### src/rtl/mips_pkg.sv
// Shared MIPS decode/execute definitions: ALU opcodes for the HI/LO unit
// and the mult/div sequencer state encoding.
package mips_pkg;

   localparam logic [3:0] ALU_DIV   = 4'b1100;
   localparam logic [3:0] ALU_DIVU  = 4'b1101;
   localparam logic [3:0] ALU_MULT  = 4'b1110;
   localparam logic [3:0] ALU_MULTU = 4'b1111;

   typedef enum logic [1:0] {
      IDLE,
      MUL,
      DIV,
      FIXUP
   } md_state_t;

endpackage

### src/rtl/mult_div_abs_neg.sv
// Conditional two's-complement negate, used for operand magnitudes and
// for restoring result signs.
module abs_neg #(
   parameter int WIDTH = 32
) (
   input  logic [WIDTH-1:0] val,
   input  logic             neg,
   output logic [WIDTH-1:0] res
);

   assign res = neg ? ('0 - val) : val;

endmodule

### src/rtl/mult_div_unit.sv
// Multi-cycle MULT/MULTU/DIV/DIVU unit owning HI/LO.
// Optional single-cycle multiplier: define MULT_DIV_FAST_MULT_EN.
module mult_div_unit
   import mips_pkg::*;
#(
   parameter int WIDTH = 32
) (
   input  logic             clk,
   input  logic             rst_n,
   input  logic             start,
   input  logic [3:0]       alu_op,
   input  logic [WIDTH-1:0] op_a,
   input  logic [WIDTH-1:0] op_b,
   input  logic             hi_wr_en,
   input  logic             lo_wr_en,
   input  logic [WIDTH-1:0] wr_data,
   output logic             busy,
   output logic             done,
   output logic [WIDTH-1:0] hi,
   output logic [WIDTH-1:0] lo
);

   localparam int CW = $clog2(WIDTH);

   md_state_t          state;
   logic [CW-1:0]      count;
   logic [2*WIDTH-1:0] acc;
   logic [WIDTH-1:0]   opnd;
   logic               sign_q;
   logic               sign_r;
   logic               div_zero;
   logic               mul_op_q;

   logic               valid_op;
   logic               signed_op;
   logic               mul_op;
   logic [WIDTH-1:0]   abs_a;
   logic [WIDTH-1:0]   abs_b;
   logic [WIDTH:0]     div_diff;
   logic [2*WIDTH-1:0] div_next;
   logic [2*WIDTH-1:0] fix_prod;
   logic [WIDTH-1:0]   fix_rem;

   assign valid_op  = (alu_op == ALU_DIV) || (alu_op == ALU_DIVU) ||
                      (alu_op == ALU_MULT) || (alu_op == ALU_MULTU);
   assign signed_op = (alu_op == ALU_DIV) || (alu_op == ALU_MULT);
   assign mul_op    = (alu_op == ALU_MULT) || (alu_op == ALU_MULTU);
   assign busy      = (state != IDLE);

   abs_neg #(.WIDTH(WIDTH)) u_abs_a (
      .val (op_a),
      .neg (signed_op && op_a[WIDTH-1]),
      .res (abs_a)
   );

   abs_neg #(.WIDTH(WIDTH)) u_abs_b (
      .val (op_b),
      .neg (signed_op && op_b[WIDTH-1]),
      .res (abs_b)
   );

   // Low half of the 2W negate equals the W-bit negate of the quotient.
   abs_neg #(.WIDTH(2*WIDTH)) u_neg_prod (
      .val (acc),
      .neg (sign_q),
      .res (fix_prod)
   );

   abs_neg #(.WIDTH(WIDTH)) u_neg_rem (
      .val (acc[2*WIDTH-1:WIDTH]),
      .neg (sign_r),
      .res (fix_rem)
   );

   // Restoring step: acc = {remainder, dividend bits / quotient bits}.
   assign div_diff = acc[2*WIDTH-1:WIDTH-1] - {1'b0, opnd};
   assign div_next = div_diff[WIDTH] ? {acc[2*WIDTH-2:0], 1'b0}
                                     : {div_diff[WIDTH-1:0], acc[WIDTH-2:0], 1'b1};

`ifdef MULT_DIV_FAST_MULT_EN
   logic [2*WIDTH-1:0] prod_fast;
   assign prod_fast = {{WIDTH{1'b0}}, opnd} * {{WIDTH{1'b0}}, acc[WIDTH-1:0]};
`else
   logic [WIDTH:0]     mul_sum;
   logic [2*WIDTH-1:0] mul_next;
   assign mul_sum  = {1'b0, acc[2*WIDTH-1:WIDTH]} + {1'b0, (acc[0] ? opnd : '0)};
   assign mul_next = {mul_sum, acc[WIDTH-1:1]};
`endif

   always_ff @(posedge clk or negedge rst_n) begin
      if (!rst_n) begin
         state    <= IDLE;
         count    <= '0;
         acc      <= '0;
         opnd     <= '0;
         sign_q   <= 1'b0;
         sign_r   <= 1'b0;
         div_zero <= 1'b0;
         mul_op_q <= 1'b0;
         done     <= 1'b0;
         hi       <= '0;
         lo       <= '0;
      end else begin
         done <= 1'b0;
         case (state)
            IDLE: begin
               if (hi_wr_en) hi <= wr_data;
               if (lo_wr_en) lo <= wr_data;
               if (start && valid_op) begin
                  count    <= CW'(WIDTH-1);
                  mul_op_q <= mul_op;
                  div_zero <= !mul_op && (op_b == '0);
                  sign_q   <= signed_op && (op_a[WIDTH-1] ^ op_b[WIDTH-1]);
                  sign_r   <= !mul_op && signed_op && op_a[WIDTH-1];
                  if (mul_op) begin
                     opnd  <= abs_a;
                     acc   <= {{WIDTH{1'b0}}, abs_b};
                     state <= MUL;
                  end else begin
                     opnd  <= abs_b;
                     acc   <= {{WIDTH{1'b0}}, abs_a};
                     state <= DIV;
                  end
               end
            end
            MUL: begin
`ifdef MULT_DIV_FAST_MULT_EN
               acc   <= prod_fast;
               state <= FIXUP;
`else
               acc   <= mul_next;
               count <= count - CW'(1);
               if (count == '0) state <= FIXUP;
`endif
            end
            DIV: begin
               acc   <= div_next;
               count <= count - CW'(1);
               if (count == '0) state <= FIXUP;
            end
            FIXUP: begin
               // Divide by zero leaves |a| as remainder, so HI restores raw op_a.
               if (mul_op_q) begin
                  hi <= fix_prod[2*WIDTH-1:WIDTH];
                  lo <= fix_prod[WIDTH-1:0];
               end else begin
                  hi <= fix_rem;
                  lo <= div_zero ? '1 : fix_prod[WIDTH-1:0];
               end
               done  <= 1'b1;
               state <= IDLE;
            end
            default: state <= IDLE;
         endcase
      end
   end

endmodule
### config.mk
export PLATFORM = sky130hd
export DESIGN_NAME = mult_div_unit
export DESIGN_NICKNAME = d
export VERILOG_FILES = /design/src/rtl/mips_pkg.sv /design/src/rtl/mult_div_abs_neg.sv /design/src/rtl/mult_div_unit.sv
export SDC_FILE = /design/constraint.sdc
export NUM_CORES = 1
export LEC_CHECK = 0
export ABC_AREA = 1
export CORE_ASPECT_RATIO = 0.6
export CORE_MARGIN = 1.5
export CORE_UTILIZATION = 40
export CTS_CLUSTER_DIAMETER = 80
export DETAILED_ROUTE_END_ITERATION = 12
export PLACE_DENSITY = 0.58
export SLEW_MARGIN = 20
export SYNTH_ARGS = -nofsm -noshare
export SYNTH_HDL_FRONTEND = slang
export SYNTH_SLANG_ARGS = --single-unit
### constraint.sdc
create_clock -name clk -period 4.5 [get_ports clk]
set_input_delay 0.675 -clock clk [delete_from_list [all_inputs] [get_ports clk]]
set_output_delay 0.675 -clock clk [all_outputs]
set_load 0.02 [all_outputs]
# ---- Yosys cells after proc, flatten, opt, wreduce, memory -nomap -nowiden
# Cells that the tools add are included.
dict set report totals {
  output_inout_bits 66
  input_bits 105
  ff_bits 172
  wordCells 81
}
dict set report classes {
  mux 24
  add_sub_neg 7
  eq_ne 11
  bitwise 1
  reduce_logical 27
}
# operator n
set ops {}
lappend ops {{two-way mux 32 bit} 11}
lappend ops {{two-way mux 64 bit} 3}
lappend ops {{one-hot mux 64 bit (3 select lines)} 1}
lappend ops {{one-hot mux 32 bit (2 select lines)} 2}
lappend ops {{subtractor 1 x 32 -> 32 bit, first input constant} 3}
lappend ops {{subtractor 1 x 64 -> 64 bit, first input constant} 1}
lappend ops {{adder 32 x 32 -> 33 bit} 1}
lappend ops {{subtractor 33 x 32 -> 33 bit} 1}
lappend ops {{logical NOT 32 bit} 1}
lappend ops {{equality test 4 bit, second input constant} 4}
lappend ops {{AND reduction 2 bit} 6}
lappend ops {{one-hot mux 5 bit (2 select lines)} 1}
lappend ops {{logical AND 1 bit} 7}
lappend ops {{two-way mux 2 bit} 3}
lappend ops {{!= test 2 bit, second input constant} 3}
lappend ops {{one-hot mux 2 bit (3 select lines)} 1}
lappend ops {{nonzero test 2 bit} 3}
lappend ops {{logical NOT 5 bit} 1}
lappend ops {{logical OR 1 bit} 5}
lappend ops {{two-way mux 5 bit} 1}
lappend ops {{subtractor 5 x 1 -> 5 bit, second input constant} 1}
lappend ops {{equality test 2 bit, second input constant} 2}
lappend ops {{nonzero test 3 bit} 1}
lappend ops {{equality test 2 x 1 -> 1 bit, second input constant} 1}
lappend ops {{6 further kinds} 6}

# ---- Depth between registers and ports, before layout
dict set report depth {
  depth_word 7
  depth_mapped 20
  depth_no_buf 19
}

# ---- By module
# A second synthesis with hierarchy kept.
dict set report hier_totals {
  hier_cells 3429
  area_unflattened_um2 19794.0
}
# module seq_area_each_um2 instances area_per_inst_um2 cells_per_inst
set modules_own_cells {}
lappend modules_own_cells {mult_div_unit 4304.1 1 14226.1 2256}
lappend modules_own_cells {{abs_neg (u_abs_a ...)} 0.0 3 1052.3 225}
lappend modules_own_cells {{abs_neg (u_neg_prod)} 0.0 1 2411.1 498}

# ---- Worst setup path after synthesis
# OpenSTA, ideal clock, no wires.
dict set report synth_timing {
  kind {register to register}
  start {reg acc[0]}
  end {reg acc[63]}
  n_path_buf 2
  setup_time_ps 117
  slack_ps 2058
  arrival_ps 2326
  stages_incl_launch_ff 21
  period_less_slack_ps 2442
  path_cell_list {dfrtp_1 > buf_2 > clkbuf_1 > nand2_1 > inv_1 > ha_1 > fa_1 > nand3_1 > nand2_1 > nand2_1 > o211ai_1 > nand2_1 > nand2_1 > nand2_1 > nand2_1 > nand2_1 > nand2_1 > nand2_1 > nand2_1 > nand2_1 > nand2_1}
}
dict set report synth_via {
  elab_chain_cells 3
}
# item line
set synth_lines {}
lappend synth_lines {{start, declared} mult_div_unit.sv:27} ;# logic [2*WIDTH-1:0] acc;
lappend synth_lines {{start signal, assigned} mult_div_unit.sv:117} ;# acc <= {{WIDTH{1'b0}}, abs_b};
lappend synth_lines {{start signal, assigned} mult_div_unit.sv:121} ;# acc <= {{WIDTH{1'b0}}, abs_a};
lappend synth_lines {{start signal, assigned} mult_div_unit.sv:131} ;# acc <= mul_next;
lappend synth_lines {{two-way mux 32 bit} mult_div_unit.sv:86} ;# assign mul_sum = {1'b0, acc[2*WIDTH-1:WIDTH]} + {1'b0, (acc[0] ? opnd : '0)};
lappend synth_lines {{adder 32 x 32 -> 33 bit} mult_div_unit.sv:86}
lappend synth_lines {{one-hot mux 64 bit (3 select lines)} mult_div_unit.sv:105} ;# case (state)
# Every way passes these cells.
# A chain may end at the register's enable or synchronous reset.

# ---- Worst setup path in the final report
dict set report layout_timing {
  start {reg acc[52]}
  end {reg acc[38]}
}
dict set report layout_via {
  elab_chain_cells 3
}
# item line
set layout_lines {}
lappend layout_lines {{subtractor 33 x 32 -> 33 bit} mult_div_unit.sv:76} ;# assign div_diff = acc[2*WIDTH-1:WIDTH-1] - {1'b0, opnd};
lappend layout_lines {{two-way mux 64 bit} mult_div_unit.sv:77} ;# assign div_next = div_diff[WIDTH] ? {acc[2*WIDTH-2:0], 1'b0}
lappend layout_lines {{one-hot mux 64 bit (3 select lines)} mult_div_unit.sv:105}
# Every way passes these cells.

==> results by group <==
Clock tree
  – Root buffer cell: clkbuf_16
  – Setup repair bufs after CTS: 0
  – Buffer depth of the longest clock path: 2
  – Post-CTS clock slew at the launch and capture registers of the worst setup and hold paths: 0.08 ns
  – Clock tree from TritonCTS: built
  – Hold_buf cts: 0
  – Clock sinks: 172
  – Number of buffers inserted during clock tree synthesis: 17
  – Count of H-tree levels built during CTS: 4
  – Worst-skew pair later-pin latency: 0.48 ns
  – Resize count post-CTS: 0

Synthesis
  – Post-synth top area cell: dfrtp_1
  – Total of flip-flops plus latches after synthesis: 172
  – Average instance area after synthesis: 5.73 µm²
  – Yosys warning count: 0
  – Netlist Area Pre-Place: 18700 µm²
  – Most area-consuming cells after synthesis: dfrtp_1 (23%), nand2_1 (22%), nor2_1 (8.4%)
  – Register area share after synthesis: 23.0%
  – Synth Instances: 3266
  – Distinct cell type count of the synthesized netlist: 49
  – Area fraction of the dominant cell type after synthesis: 23.0%
  – Post-synth net total: 3447

Floorplanning
  – Die W: 282 µm
  – Core ar.: 46300 µm²
  – Initial core utilization: 40.5%
  – Overall die area: 48100 µm²
  – Boundary Pins: 171
  – Row count: 61
  – Vert. Die Dim: 171 µm

Drt
  – Detailed Route Iter0 Violations: 3140
  – Total DRC errors in the routed layout: 0
  – DRT antenna net count: 0
  – Via count: 22700
  – Detailed-route wire length: 90800 µm
  – Iteration count of the initial detailed-routing pass: 6
  – Vias per cell: 5.65
  – DR WL/cell: 22.6 µm

STA
  – Final slew viol count: 0
  – Worst rel slew slack: 22.1%
  – RSZ-0062 raised after global routing: false
  – Clock Skew: 0.0201 ns
  – Least-Margin Pin Slew: 1.16 ns
  – Max Fclk: 305 MHz
  – Setup total negative slack: 0 ns
  – Number of endpoints with negative hold slack in the final report: 0
  – Final critical path time including I/O delays and setup: 3.28 ns
  – Period utilisation layout: 72.9%
  – Setup Viol. Count Final: 0

Setup path
  – Cells traversed along the worst timing path: ha_1 -> nand2_1 -> nand2_1 -> nand2_1 -> nand2_1 -> inv_1 -> nand2_1 -> a21oi_4 -> nand3_4 -> nand2_4 -> nand2_1 -> nand3_1 -> nand2_1 -> nand2_1 -> nand2_1
  – Max FO, Critical Path: 25
  – Number of buffers and inverters on the critical path: 1
  – RR Startpoint: acc[52]
  – Arrival time at the worst endpoint: 3.64 ns
  – Worst setup path class: reg -> reg
  – Worst Setup EP: acc[38]
  – Worst reg2reg path endpoint: acc[38]
  – Max stage delay on crit path: 0.81 ns
  – Critical path endpoint category: register
  – Worst path most repeated cell: nand2_1
  – Required time at the endpoint of the critical path: 4.86 ns
  – CP Launch Point: acc[52]
  – Family of cells with the greatest summed delay on the critical path: simple AND/OR/NAND/NOR gates
  – Crit path launch type: register
  – Register-to-register setup slack: 1.22 ns
  – Crit. path cell count: 15
  – Slowest CP cell: dfrtp_1
  – Cell depth of the worst flop-to-flop path: 15

Global route
  – Initial antenna violation count: 0
  – Maximum number of pins on one net before global-route repair: 83
  – Overall global routing resource usage: 37.3%
  – First-pass GRT wire length: 131000 µm
  – Vias in the first global route: 20100
  – Congestion Overflow GR: 0

Power
  – Power per cell area: 735 nW/µm²
  – Worst IR Drop VDD: 0.000379 V
  – P_leak: 11.1 nW

Job
  – Maximum Capacitance Violations: 0

Layout
  – Nets@finish: 3562
  – Filler Cell Count: 5012
  – Most common cell after layout, fill and taps aside: nand2_1
  – Fraction of layout instances using a drive strength above 1: 3.57%
  – Layout area overhead: 15.6%
  – Leading cell types in the layout, fill and taps excluded: nand2_1 (1103), nor2_1 (420), inv_1 (403)
  – Antenna diode count: 0
  – Post-route standard cell area excluding fillers: 21600 µm²

Place
  – Count of input and output buffers: 170
  – Global placement routability congestion: 1.02
  – Instance area at placement: 21000 µm²
  – Placed wire-length estimate: 74500 µm

Run status
  – Result of the run: completed

Hold path
  – Worst min-delay path category: in -> async
-- layout make-up --
| cell class | count | area [µm²] | share of cell area [%] |
|---|---|---|---|
| clock buffer | 18 | 439 | 2.03 |
| clock inverter | 14 | 176 | 0.816 |
| timing repair buffer | 200 | 1950 | 9.03 |
| sequential | 172 | 4300 | 19.9 |
| multi-input combinational | 2570 | 12400 | 57.3 |
| inverter | 420 | 1580 | 7.29 |
| tap | 630 | 788 | 3.65 |
-- worst reg2reg max path: stages (launching register included) --
cell,delay [ns]
dfrtp_1,0.81
ha_1,0.41
nand2_1,0.10
nand2_1,0.09
nand2_1,0.07
nand2_1,0.07
inv_1,0.06
nand2_1,0.10
a21oi_4,0.28
nand3_4,0.31
nand2_4,0.40
nand2_1,0.13
nand3_1,0.14
nand2_1,0.08
nand2_1,0.07
nand2_1,0.05
-- how the worst min path moves through the flow --
stage	start	endpoint	slack, ns	depth (start not counted)
2_1_floorplan	rst_n	acc[0]	0.38	0
3_3_place_gp	lo[13]	lo[13]	0.47	2
3_5_place_dp	lo[13]	lo[13]	0.48	2
4_1_cts	rst_n	hi[14]	0.29	1
5_1_grt	rst_n	hi[14]	0.31	1
6_report	rst_n	lo[14]	0.24	1
-- layer usage --
metal / routed length, µm / track usage [%] / vias to the layer above
met1: 43400 / 57.4 / 10600
met3: 12600 / 14.2 / 98
met5: 0 / 0 / -
li1: - / - / 10700
met4: 1880 / 8.65 / 0
met2: 32900 / 47.1 / 1300
-- registers in the layout, summed over array words and instances, names as in the netlist --
register	cells
acc	64
count	5
div_zero	1
done	1
hi	32
lo	32
mul_op_q	1
opnd	32
sign_q	1
sign_r	1
state	2
-- cell usage after synthesis (all sizes together) --
| cell type | count |
|---|---|
| nand2 | 1117 |
| nor2 | 438 |
| inv | 416 |
| nand3 | 289 |
| a21oi | 191 |
| dfrtp | 172 |
| o21ai | 150 |
| ha | 74 |
| clkbuf | 69 |
| xor2 | 56 |
| nand4 | 40 |
| buf | 35 |
| o211ai | 35 |
| nor3 | 34 |
| o22ai | 31 |
| o221ai | 20 |
| nand3b | 17 |
| xnor2 | 14 |
| a22oi | 9 |
| o21bai | 9 |
| a21o | 8 |
| and2 | 8 |
| a31oi | 7 |
| o31ai | 7 |
| or2 | 5 |
| clkinv | 4 |
| o21a | 3 |
| and3 | 2 |
| fa | 2 |
| nor4 | 2 |
| a31o | 1 |
| nor3b | 1 |
-- power breakdown --
group | internal [mW] | switching, mW | leakage (nW) | total, mW
sequential | 2.21 | 0.888 | 2.11 | 3.10
clock | 0.767 | 0.803 | 0.295 | 1.57
combinational | 3.29 | 7.94 | 8.65 | 11.2
total | 6.27 | 9.63 | 11.1 | 15.9
-- cell families (layout without fill, tap and decap cells) --
group | count (synthesis) | after routing | synth area share [%]
AND/OR/NAND/NOR | 1953 | 1953 | 43.4
buffers and inverters | 524 | 652 | 10.8
AO/OA/AOI/OAI | 471 | 471 | 14.3
flip-flops | 172 | 172 | 23.0
adder cells (fa/ha/maj) | 76 | 76 | 5.16
XOR/XNOR | 70 | 70 | 3.28
-- through the flow --
stage	setup slack [ns]	total power [mW]	hold slack, ns	std cells	util (%)
floorplan	2.06	9.69	0.379	3266	-
CTS	1.39	15.4	0.286	4024	46.8
global route	1.07	17.0	0.308	4024	46.8
global placement	1.23	13.8	0.467	3992	45.4
detailed placement	1.26	13.8	0.475	3992	45.4
finish	1.22	15.9	0.243	4024	46.8
Power figures use the tool's default switching activity.
